### src/rtl/ahb_arb_pkg.sv
// Shared types and helpers for the two-requester AHB-Lite master arbiter.
package ahb_arb_pkg;

    typedef enum logic [1:0] {
        TransIdle   = 2'b00,
        TransBusy   = 2'b01,
        TransNonseq = 2'b10,
        TransSeq    = 2'b11
    } htrans_t;

    localparam logic [2:0] HBURST_SINGLE = 3'b000;

    typedef enum logic [1:0] {
        StIdle,
        StAddr,
        StData,
        StLerr
    } state_t;

    typedef struct packed {
        logic        owner;
        logic        write;
        logic [2:0]  size;
        logic [31:0] wdata;
    } cmd_t;

    // Sizes above a word are rejected along with unaligned addresses.
    function automatic logic misaligned(input logic [1:0] addr_lo, input logic [2:0] size);
        logic bad;
        case (size)
            3'd0:    bad = 1'b0;
            3'd1:    bad = addr_lo[0];
            3'd2:    bad = |addr_lo;
            default: bad = 1'b1;
        endcase
        return bad;
    endfunction

endpackage

### src/rtl/ahb_arb_2way.sv
// Two-way grant logic. AHB_ARB_RR_EN selects round-robin with a last-grant pointer;
// otherwise requester 0 has fixed priority and no state is kept.
module ahb_arb_2way (
`ifdef AHB_ARB_RR_EN
    input  logic       clk_i,
    input  logic       rst_ni,
    input  logic       accept_i,
`endif
    input  logic [1:0] valid_i,
    output logic [1:0] grant_o
);

`ifdef AHB_ARB_RR_EN
    // ptr_q holds the index of the most recently granted requester.
    logic ptr_q, ptr_d;

    always_comb begin
        grant_o = valid_i;
        if (&valid_i) begin
            grant_o = ptr_q ? 2'b01 : 2'b10;
        end
        ptr_d = accept_i ? grant_o[1] : ptr_q;
    end

    always_ff @(posedge clk_i or negedge rst_ni) begin
        if (!rst_ni) begin
            ptr_q <= 1'b1;
        end else begin
            ptr_q <= ptr_d;
        end
    end
`else
    assign grant_o = {valid_i[1] & ~valid_i[0], valid_i[0]};
`endif

endmodule

### src/rtl/ahb_lite_master_arb.sv
// Arbitrates two command requesters onto one AHB-Lite slave, one single transfer at a time.
// Define AHB_ARB_RR_EN for round-robin arbitration; default is fixed priority to requester 0.
module ahb_lite_master_arb #(
    parameter logic [3:0]  HPROT_VAL = 4'b0011,
    parameter int unsigned ADDR_W    = 16
) (
    input  logic              HCLK,
    input  logic              HRESETn,

    input  logic              req0_valid,
    output logic              req0_ready,
    input  logic [ADDR_W-1:0] req0_addr,
    input  logic              req0_write,
    input  logic [2:0]        req0_size,
    input  logic [31:0]       req0_wdata,
    output logic              rsp0_valid,
    output logic [31:0]       rsp0_rdata,
    output logic              rsp0_err,

    input  logic              req1_valid,
    output logic              req1_ready,
    input  logic [ADDR_W-1:0] req1_addr,
    input  logic              req1_write,
    input  logic [2:0]        req1_size,
    input  logic [31:0]       req1_wdata,
    output logic              rsp1_valid,
    output logic [31:0]       rsp1_rdata,
    output logic              rsp1_err,

    output logic              HSEL,
    output logic [ADDR_W-1:0] HADDR,
    output logic [1:0]        HTRANS,
    output logic              HWRITE,
    output logic [2:0]        HSIZE,
    output logic [2:0]        HBURST,
    output logic [3:0]        HPROT,
    output logic [31:0]       HWDATA,
    output logic              HREADY,
    input  logic [31:0]       HRDATA,
    input  logic              HREADYOUT,
    input  logic              HRESP
);

    import ahb_arb_pkg::*;

    state_t            state_q, state_d;
    cmd_t              cmd_q, cmd_d;
    logic [ADDR_W-1:0] addr_q, addr_d;
    logic              rsp_valid_q, rsp_valid_d;
    logic              rsp_owner_q, rsp_owner_d;
    logic [31:0]       rsp_rdata_q, rsp_rdata_d;
    logic              rsp_err_q, rsp_err_d;
    logic [1:0]        grant;
    htrans_t           htrans;
    logic              hsel;

`ifdef AHB_ARB_RR_EN
    logic accept;
    assign accept = (state_q == StIdle) && (|grant);
`endif

    ahb_arb_2way u_arb (
`ifdef AHB_ARB_RR_EN
        .clk_i    (HCLK),
        .rst_ni   (HRESETn),
        .accept_i (accept),
`endif
        .valid_i  ({req1_valid, req0_valid}),
        .grant_o  (grant)
    );

    always_comb begin
        state_d     = state_q;
        cmd_d       = cmd_q;
        addr_d      = addr_q;
        rsp_valid_d = 1'b0;
        rsp_owner_d = rsp_owner_q;
        rsp_rdata_d = '0;
        rsp_err_d   = 1'b0;
        htrans      = TransIdle;
        hsel        = 1'b0;
        case (state_q)
            StIdle: begin
                if (|grant) begin
                    cmd_d.owner = grant[1];
                    cmd_d.write = grant[1] ? req1_write : req0_write;
                    cmd_d.size  = grant[1] ? req1_size  : req0_size;
                    cmd_d.wdata = grant[1] ? req1_wdata : req0_wdata;
                    addr_d      = grant[1] ? req1_addr  : req0_addr;
                    state_d     = misaligned(addr_d[1:0], cmd_d.size) ? StLerr : StAddr;
                end
            end
            StAddr: begin
                hsel    = 1'b1;
                htrans  = TransNonseq;
                state_d = StData;
            end
            StData: begin
                // An error's first (HREADYOUT=0) cycle simply extends the data phase.
                if (HREADYOUT) begin
                    state_d     = StIdle;
                    rsp_valid_d = 1'b1;
                    rsp_owner_d = cmd_q.owner;
                    rsp_rdata_d = cmd_q.write ? 32'h0 : HRDATA;
                    rsp_err_d   = HRESP;
                end
            end
            StLerr: begin
                state_d     = StIdle;
                rsp_valid_d = 1'b1;
                rsp_owner_d = cmd_q.owner;
                rsp_err_d   = 1'b1;
            end
            default: state_d = StIdle;
        endcase
    end

    always_ff @(posedge HCLK or negedge HRESETn) begin
        if (!HRESETn) begin
            state_q     <= StIdle;
            cmd_q       <= '0;
            addr_q      <= '0;
            rsp_valid_q <= 1'b0;
            rsp_owner_q <= 1'b0;
            rsp_rdata_q <= '0;
            rsp_err_q   <= 1'b0;
        end else begin
            state_q     <= state_d;
            cmd_q       <= cmd_d;
            addr_q      <= addr_d;
            rsp_valid_q <= rsp_valid_d;
            rsp_owner_q <= rsp_owner_d;
            rsp_rdata_q <= rsp_rdata_d;
            rsp_err_q   <= rsp_err_d;
        end
    end

    // Ready is forced low while reset is held, even though the FSM already sits in idle.
    assign req0_ready = HRESETn && (state_q == StIdle) && grant[0];
    assign req1_ready = HRESETn && (state_q == StIdle) && grant[1];

    assign rsp0_valid = rsp_valid_q & ~rsp_owner_q;
    assign rsp1_valid = rsp_valid_q &  rsp_owner_q;
    assign rsp0_rdata = rsp_owner_q ? 32'h0 : rsp_rdata_q;
    assign rsp1_rdata = rsp_owner_q ? rsp_rdata_q : 32'h0;
    assign rsp0_err   = rsp_err_q & ~rsp_owner_q;
    assign rsp1_err   = rsp_err_q &  rsp_owner_q;

    assign HSEL   = hsel;
    assign HTRANS = htrans;
    assign HADDR  = addr_q;
    assign HWRITE = cmd_q.write;
    assign HSIZE  = cmd_q.size;
    assign HWDATA = cmd_q.wdata;
    assign HBURST = HBURST_SINGLE;
    assign HPROT  = HPROT_VAL;
    assign HREADY = HREADYOUT;

endmodule

### config.mk
export PLATFORM = sky130hd
export DESIGN_NAME = ahb_lite_master_arb
export DESIGN_NICKNAME = d
export VERILOG_FILES = /design/src/rtl/ahb_arb_pkg.sv /design/src/rtl/ahb_arb_2way.sv /design/src/rtl/ahb_lite_master_arb.sv
export SDC_FILE = /design/constraint.sdc
export NUM_CORES = 1
export LEC_CHECK = 0
export ABC_AREA = 1
export ABC_CLOCK_PERIOD_IN_PS = 3220
export CAP_MARGIN = 20
export CORE_MARGIN = 2
export CORE_UTILIZATION = 40
export DETAILED_ROUTE_END_ITERATION = 8
export PLACE_DENSITY_LB_ADDON = 0.05
export SYNTH_ARGS = -nofsm -noshare
export SYNTH_HDL_FRONTEND = slang
export SYNTH_SLANG_ARGS = --single-unit
### constraint.sdc
create_clock -name HCLK -period 3.22 [get_ports HCLK]
set_input_delay 0.966 -clock HCLK [delete_from_list [all_inputs] [get_ports HCLK]]
set_output_delay 0.966 -clock HCLK [all_outputs]
set_load 0.02 [all_outputs]
Word level (Yosys, flattened, before mapping). Cells that the tools add are included.

Equality and inequality tests: 7. Muxes and demuxes: 24. Bitwise gates (word level): 7. Reductions and logical operators: 11.

Operator list (number): $mux 32 (6); $mux 16 (1); $mux 2 (4); $pmux 2 s4 (1); $mux 1 (7); $pmux 1 s2 (3); $reduce_and 2->1 (3); $and 1x1->1 (5); $eq 2x2->1 const B (2); $ne 2x2->1 const B (2); $reduce_or 2->1 (2); $eq 3x1->1 const B (1); $eq 3x2->1 const B (1); $logic_and 1x1->1 (3); $logic_not 3->1 (1); $mux 3 (1); $pmux 1 s3 (1); $eq 2x1->1 const B (1); $logic_not 2->1 (1); $not 1->1 (2); $reduce_bool 2->1 (1).

Flip-flop bits (word level): 90. Input bits: 142. Output and inout port bits: 133. Logic and storage cells: 59.

Logic depth before layout (Yosys ltp). Gate-level depths: netlist (run 1).

Word-level depth: 10. Gate-level depth with buffers: 10. Mapped depth without buffers: 9.

Cells and area by module. A second synthesis (run 1) with hierarchy kept.

Cells, all modules: 591. Area total of the unflattened synthesis: 4450.5 µm².

Modules (own cells, without submodules): ahb_lite_master_arb (instances 1, cells each 588, area each 4433.0 µm², seq. area each 2252.2 µm²); ahb_arb_2way (instances 1, cells each 3, area each 17.5 µm², seq. area each 0.0 µm²).

Worst setup path before layout (run 1). Ideal clock, no wire load.

Path type: input port to output port. From: input port req0_valid. To: output port req1_ready. Arrival time: 1.818 ns. Data required time: 2.254 ns. Setup slack: 0.436 ns. Stages on the path: 6. Buffers on the path: 1. Cells stage by stage: inv_2 -> nand2_2 -> inv_1 -> clkbuf_2 -> nand2_1 -> nor2_1.

Cells in the longest elaborated chain, start to end: 3.

RTL lines: start, declared (line ahb_lite_master_arb.sv:10) `input logic req0_valid,`; $not 1->1 (line ahb_arb_2way.sv:33) `assign grant_o = {valid_i[1] & ~valid_i[0], valid_i[0]};`; $and 1x1->1 (line ahb_arb_2way.sv:33); $logic_and 1x1->1 (line ahb_lite_master_arb.sv:140) `assign req1_ready = HRESETn && (state_q == StIdle) && grant[1];`; end, declared (line ahb_lite_master_arb.sv:21) `output logic req1_ready,`.

No other way between the ends.

Worst setup path after layout (run 1).
From: input port req1_valid. To: output port req1_ready.

Cells in the longest elaborated chain, start to end: 2.

RTL lines: start, declared (line ahb_lite_master_arb.sv:20) `input logic req1_valid,`; $and 1x1->1 (line ahb_arb_2way.sv:33); $logic_and 1x1->1 (line ahb_lite_master_arb.sv:140).

No other way between the ends.

==> out/results.txt, run 1 <==
Grt ovf = 0
Synth Warn # = 0
Setup bufs post-CTS = 0
Syn_area_per_cell = 7.509 um^2
RSZ-0062 raised after global routing = no
Layout cell share with drive strength beyond 1 = 4.019%
Clk sinks = 90
Max Cap Violations = 0
Fmax = 326.8 MHz
Slew @ Worst Pin = 0.7155 ns
Data arrival time of the critical path = 2.09 ns
Post-route ant nets = 0
DRC Markers = 0
Hold Crit Class = reg2reg
CTS tree = yes
Initial antenna violation count = 0
FF-to-FF Start = state_q[0]
Cells after synthesis = 588
Count leader, synth = inv_1
Reg2Reg Setup Slack = 1.54 ns
CTS root buffer = clkbuf_8
Worst vdd ir = 0.4427 mV
Clk pin slew, worst setup/hold paths = 0.08 ns
Pre-CTS setup slack = -0.1071 ns
Top post-synthesis cells by area = dfrtp_1 (51%), inv_1 (14%), nor2_1 (11%), o22ai_1 (6.7%), o21ai_0 (5.2%)
Vias in the first global route = 4318
Minimum clock period = 3.060 ns
Final worst slack = 0.1599 ns
Port bufs = 266
1st-iter DRT viols = 249
DPL Wire Length = 9937 um
TritonRoute pass-1 iters = 4
WS Path Type = in2out
WP data required = 2.25 ns
FF+latch count, synth = 90
Worst r2r path cells = 6
Die ar. = 0.01190 mm^2
Die Y = 109.1 um
Async S/R FF share, synth = 100.0%
Worst skew pair latency = 0.35 ns
Final setup viols = 0
Post-synth top area cell = dfrtp_1
Worst R2R End = HWDATA[13]
Synth cell count leaders = inv_1 (161), nor2_1 (125), dfrtp_1 (90), nand2_1 (55), o22ai_1 (47)
Startpoint types = input port
Largest net degree at the start of global routing = 74
Critical Path Start = req1_valid
Routed via count = 4492
Max-slew headroom = 52.30%
Hold path startpoint = rsp_owner_q
Post-Syn Area = 0.004415 mm^2
Cell Rows = 38
Antenna Cells = 0
Routed WL = 13270 um
CP endpoint kind = primary output
Setup_tns = 0 ns
Synth top area share = 51.01%
Vias/cell = 4.556
Pins over their slew limit = 0
Final Power = 5.355 mW
Core area = 0.01079 mm^2
PwrDens = 726.6 mW/mm^2
Final worst-path cycle share = 95.03%
IO Count = 275
Area growth, synth to finish = 66.90%
Outcome = completed
RD Place Congestion = 0.8198
Num CTS Buffers = 9
Global-route wire length before repair = 20400 um
Clock Tree Buf Depth = 2
Pleak = 3.686 nW
Post-synth EDFFs = 0
CP Max Fanout = 2
Sequential area share after synthesis = 51.01%
Final hold violation count = 0
Setup Skew = 0.01238 ns
Die W = 109.1 um
H-tree depth = 3
Layout Nets = 983
Netlist cell types = 21
Main flop type after synthesis = dfrtp_1
Routed len/inst = 13.46 um
GRT Overall Usage = 22.34%
Critical path endpoint = req1_ready
Initial Util = 40.91%
## logic make-up (layout without fill, tap and decap cells)
logic type	count (synthesis)	in the layout	share of synthesized area (%)
AOI/OAI and AO/OA	104	104	13.46
buffers and inverters	205	457	19.18
DFF	90	90	51.01
other	2	8	0.1701
and+or+nand+nor	187	187	16.18
## cells in the final DEF, fill, tap and decap left out, drive strengths merged, types with 3 or more instances in the layout
master / n
nand3: 4
buf: 13
inv: 163
clkinv: 4
nor2: 125
conb: 8
o21ai: 49
a31oi: 3
a21oi: 5
o22ai: 47
clkbuf: 10
nand2: 56
dfrtp: 90
clkdlybuf4s50: 263
## metal layers
layer	global-route usage [%]	vias to the layer above	share of wire [%]	wire [um]
li1	-	2224	-	-
met1	24.22	2043	37	4903
met2	39.31	199	50	6675
met3	7.053	26	9.7	1283
met4	10.81	0	3.1	409
met5	0	-	0	0
## worst max-delay path: stages
cell and delay (ns):
clkdlybuf4s50_1 0.50, nand2_2 0.07, inv_1 0.06, nand2_1 0.07
nor2_1 0.09, dlygate4sd2_1 0.33
## through the flow
step	utilization [%]	instance area, um^2	hold slack [ns]	std cells
3_3_place_gp	66.29	7154	0.5103	970
2_1_floorplan	-	4438	0.5015	594
3_5_place_dp	66.29	7154	0.5218	970
6_report	68.28	7370	0.5377	986
5_1_grt	68.28	7370	0.5582	986
4_1_cts	68.28	7370	0.5420	986
## worst min-delay path by stage
stage                   to  cells after the start
3_5_place_dp      HADDR[0]                      2
3_3_place_gp   rsp_owner_q                      2
4_1_cts         HWDATA[18]                      2
2_1_floorplan  rsp_owner_q                      2
6_report       rsp_owner_q                      2
5_1_grt          HWDATA[7]                      2
## where the power goes
| group | internal, mW | switching, mW | total, mW |
|---|---|---|---|
| Sequential | 1.55 | 0.228 | 1.78 |
| Combinational | 1.24 | 1.48 | 2.73 |
| Clock | 0.453 | 0.394 | 0.847 |
## sequential cells by signal, indices dropped and copies added, names as in the netlist
| name | count |
|---|---|
| cmd_q | 1 |
| rsp_rdata_q | 32 |
| rsp_owner_q | 1 |
| rsp_err_q | 1 |
| HADDR | 16 |
| rsp_valid_q | 1 |
| HWRITE | 1 |
| HSIZE | 3 |
| HWDATA | 32 |
| state_q | 2 |
## final cells by class
| class | count | area, um^2 |
|---|---|---|
| clock buffer | 10 | 137.6 |
| clock inverter | 6 | 80.08 |
| fill | 910 | 3423 |
| inverter | 163 | 611.8 |
| multi-input combinational | 299 | 1339 |
| sequential | 90 | 2253 |
| tap | 140 | 175.2 |
| timing repair buffer | 278 | 2773 |
## repair_timing
item | 4_1_cts | 5_1_grt
hold buffers | 0 | 0
gates resized for setup | 2 | 0
endpoints found under the setup margin | 2 | 0
Power figures use the tool's default switching activity.
==> run 2: changes to the inputs <==
--- a/config.mk
+++ b/config.mk
@@ -12,6 +12,7 @@
 export CORE_UTILIZATION = 40
 export DETAILED_ROUTE_END_ITERATION = 8
 export PLACE_DENSITY_LB_ADDON = 0.05
+export SKIP_CTS_REPAIR_TIMING = 1
 export SYNTH_ARGS = -nofsm -noshare
 export SYNTH_HDL_FRONTEND = slang
 export SYNTH_SLANG_ARGS = --single-unit
==> out/results.txt, run 2 (synthesis gave the netlist of run 1 again) <==
CP endpoint kind = primary output
Max-slew headroom = 52.30%
Cell Rows = 38
Sw Ratio = 39.33%
Max Cap Violations = 0
Worst skew pair latency = 0.35 ns
Net switching power = 2.107 mW
Layout Nets = 983
PwrDens = 726.1 mW/mm^2
Area growth, synth to finish = 67.07%
Worst vdd ir = 0.4427 mV
Reg2Reg Setup Slack = 1.54 ns
Post-Place Cells = 970
H-tree depth = 3
Core area = 0.01079 mm^2
Largest net degree at the start of global routing = 74
Vias in the first global route = 4312
Routed via count = 4492
Vias/cell = 4.556
IO Count = 275
Die ar. = 0.01190 mm^2
Initial antenna violation count = 0
Worst path max stage delay = 0.60 ns
Crit-path most repeated cell = clkdlybuf4s50_1
WS Path Type = in2out
WP data required = 2.25 ns
Global-route wire length before repair = 20390 um
Slew @ Worst Pin = 0.7155 ns
DRC Markers = 0
Final hold violation count = 0
DPL Wire Length = 9937 um
Clock Tree Buf Depth = 2
Die W = 109.1 um
Sequential group share of total power = 33.2%
TritonRoute pass-1 iters = 4
Crit path cell chain = clkdlybuf4s50_1 > clkdlybuf4s50_1
Antenna Cells = 0
Die Y = 109.1 um
Routed len/inst = 13.46 um
Initial Util = 40.91%
RSZ-0062 raised after global routing = no
Pins over their slew limit = 0
CTS tree = yes
Clk pin slew, worst setup/hold paths = 0.08 ns
Outcome = completed
Total internal power = 3.250 mW
RD Place Congestion = 0.8198
Post-route ant nets = 0
Hold Slack = 0.5377 ns
Crit path buf inv count = 2
Most common cell after layout, fill and taps aside = clkdlybuf4s50_1
Fmax = 331.2 MHz
Pleak = 3.712 nW
Final Power = 5.356 mW
Setup Skew = 0.01238 ns
Num CTS Buffers = 9
Critical path's slowest cell = clkdlybuf4s50_1
Most frequent cells in the layout = clkdlybuf4s50_1 (263), inv_1 (161), nor2_1 (125)
Startpoint types = input port
Final worst-path cycle share = 93.76%
CTS root buffer = clkbuf_8
Routed WL = 13270 um
1st-iter DRT viols = 249
Layout cell share with drive strength beyond 1 = 4.019%
Comb power frac = 51.0%
Clock power frac = 15.8%
Clk sinks = 90
Hold Crit Class = reg2reg
Port bufs = 266
Critical path's top delay family = buffers and inverters
Final std cells w/o fill = 986
Data arrival time of the critical path = 2.05 ns
Grt ovf = 0
Final setup viols = 0
GRT Overall Usage = 22.33%
Minimum clock period = 3.019 ns
CP Max Fanout = 2
==> run 2: cell types whose count changed in the layout (fill, tap and decap cells not counted) <==
| cell | change |
|---|---|
| dlymetal6s2s_1 | +2 |
| dlygate4sd2_1 | -2 |
==> run 2: area by class of cell <==
cell class | instances | area, um^2
clock buffers | 10 | 137.6
clock inverters | 6 | 80.08
fillers | 907 | 3416
inverters | 163 | 611.8
multi-input cells | 299 | 1339
flip-flops and latches | 90 | 2253
well taps | 140 | 175.2
repair buffers | 278 | 2780
==> run 2: layer usage <==
layer	track usage, %	part of all wire (%)	wire [um]
met1	24.22	37	4903
met2	39.26	50	6675
met3	7.053	9.7	1283
met4	10.81	3.1	409
met5	0	0	0
==> run 2: path summary, 6_finish.rpt <==
| kind | start | endpoint | depth (start not counted) |
|---|---|---|---|
| min in group asynchronous | HRESETn | HWDATA[16] | 2 |
| hold / removal | rsp_owner_q | rsp_owner_q | 2 |
| hold reg to reg | rsp_owner_q | rsp_owner_q | 2 |
| setup / recovery | HREADYOUT | HREADY | 2 |
| setup reg to reg | state_q[0] | HWDATA[13] | 6 |
| max in group asynchronous | HRESETn | rsp_owner_q | 3 |
==> run 2: per-stage QoR <==
step                instance area, um^2  utilization, %  setup WS, ns  setup TNS, ns
floorplan                          4438               -        0.4357              0
global placement                   7154           66.29      -0.09387        -0.1224
detailed placement                 7154           66.29       -0.1071        -0.1508
CTS                                7372           68.31       -0.1135        -0.1730
global route                       7377           68.35        0.1573              0
finish                             7377           68.35        0.2011              0
==> run 2: power by group through the flow <==
stage / clock network (mW) / logic, mW / registers, mW
2_1_floorplan: 0 / 1.08 / 2.17
3_3_place_gp: 0 / 2.69 / 1.79
3_5_place_dp: 0 / 2.75 / 1.80
4_1_cts: 0.869 / 2.77 / 1.78
5_1_grt: 0.919 / 2.97 / 1.83
6_report: 0.847 / 2.73 / 1.78
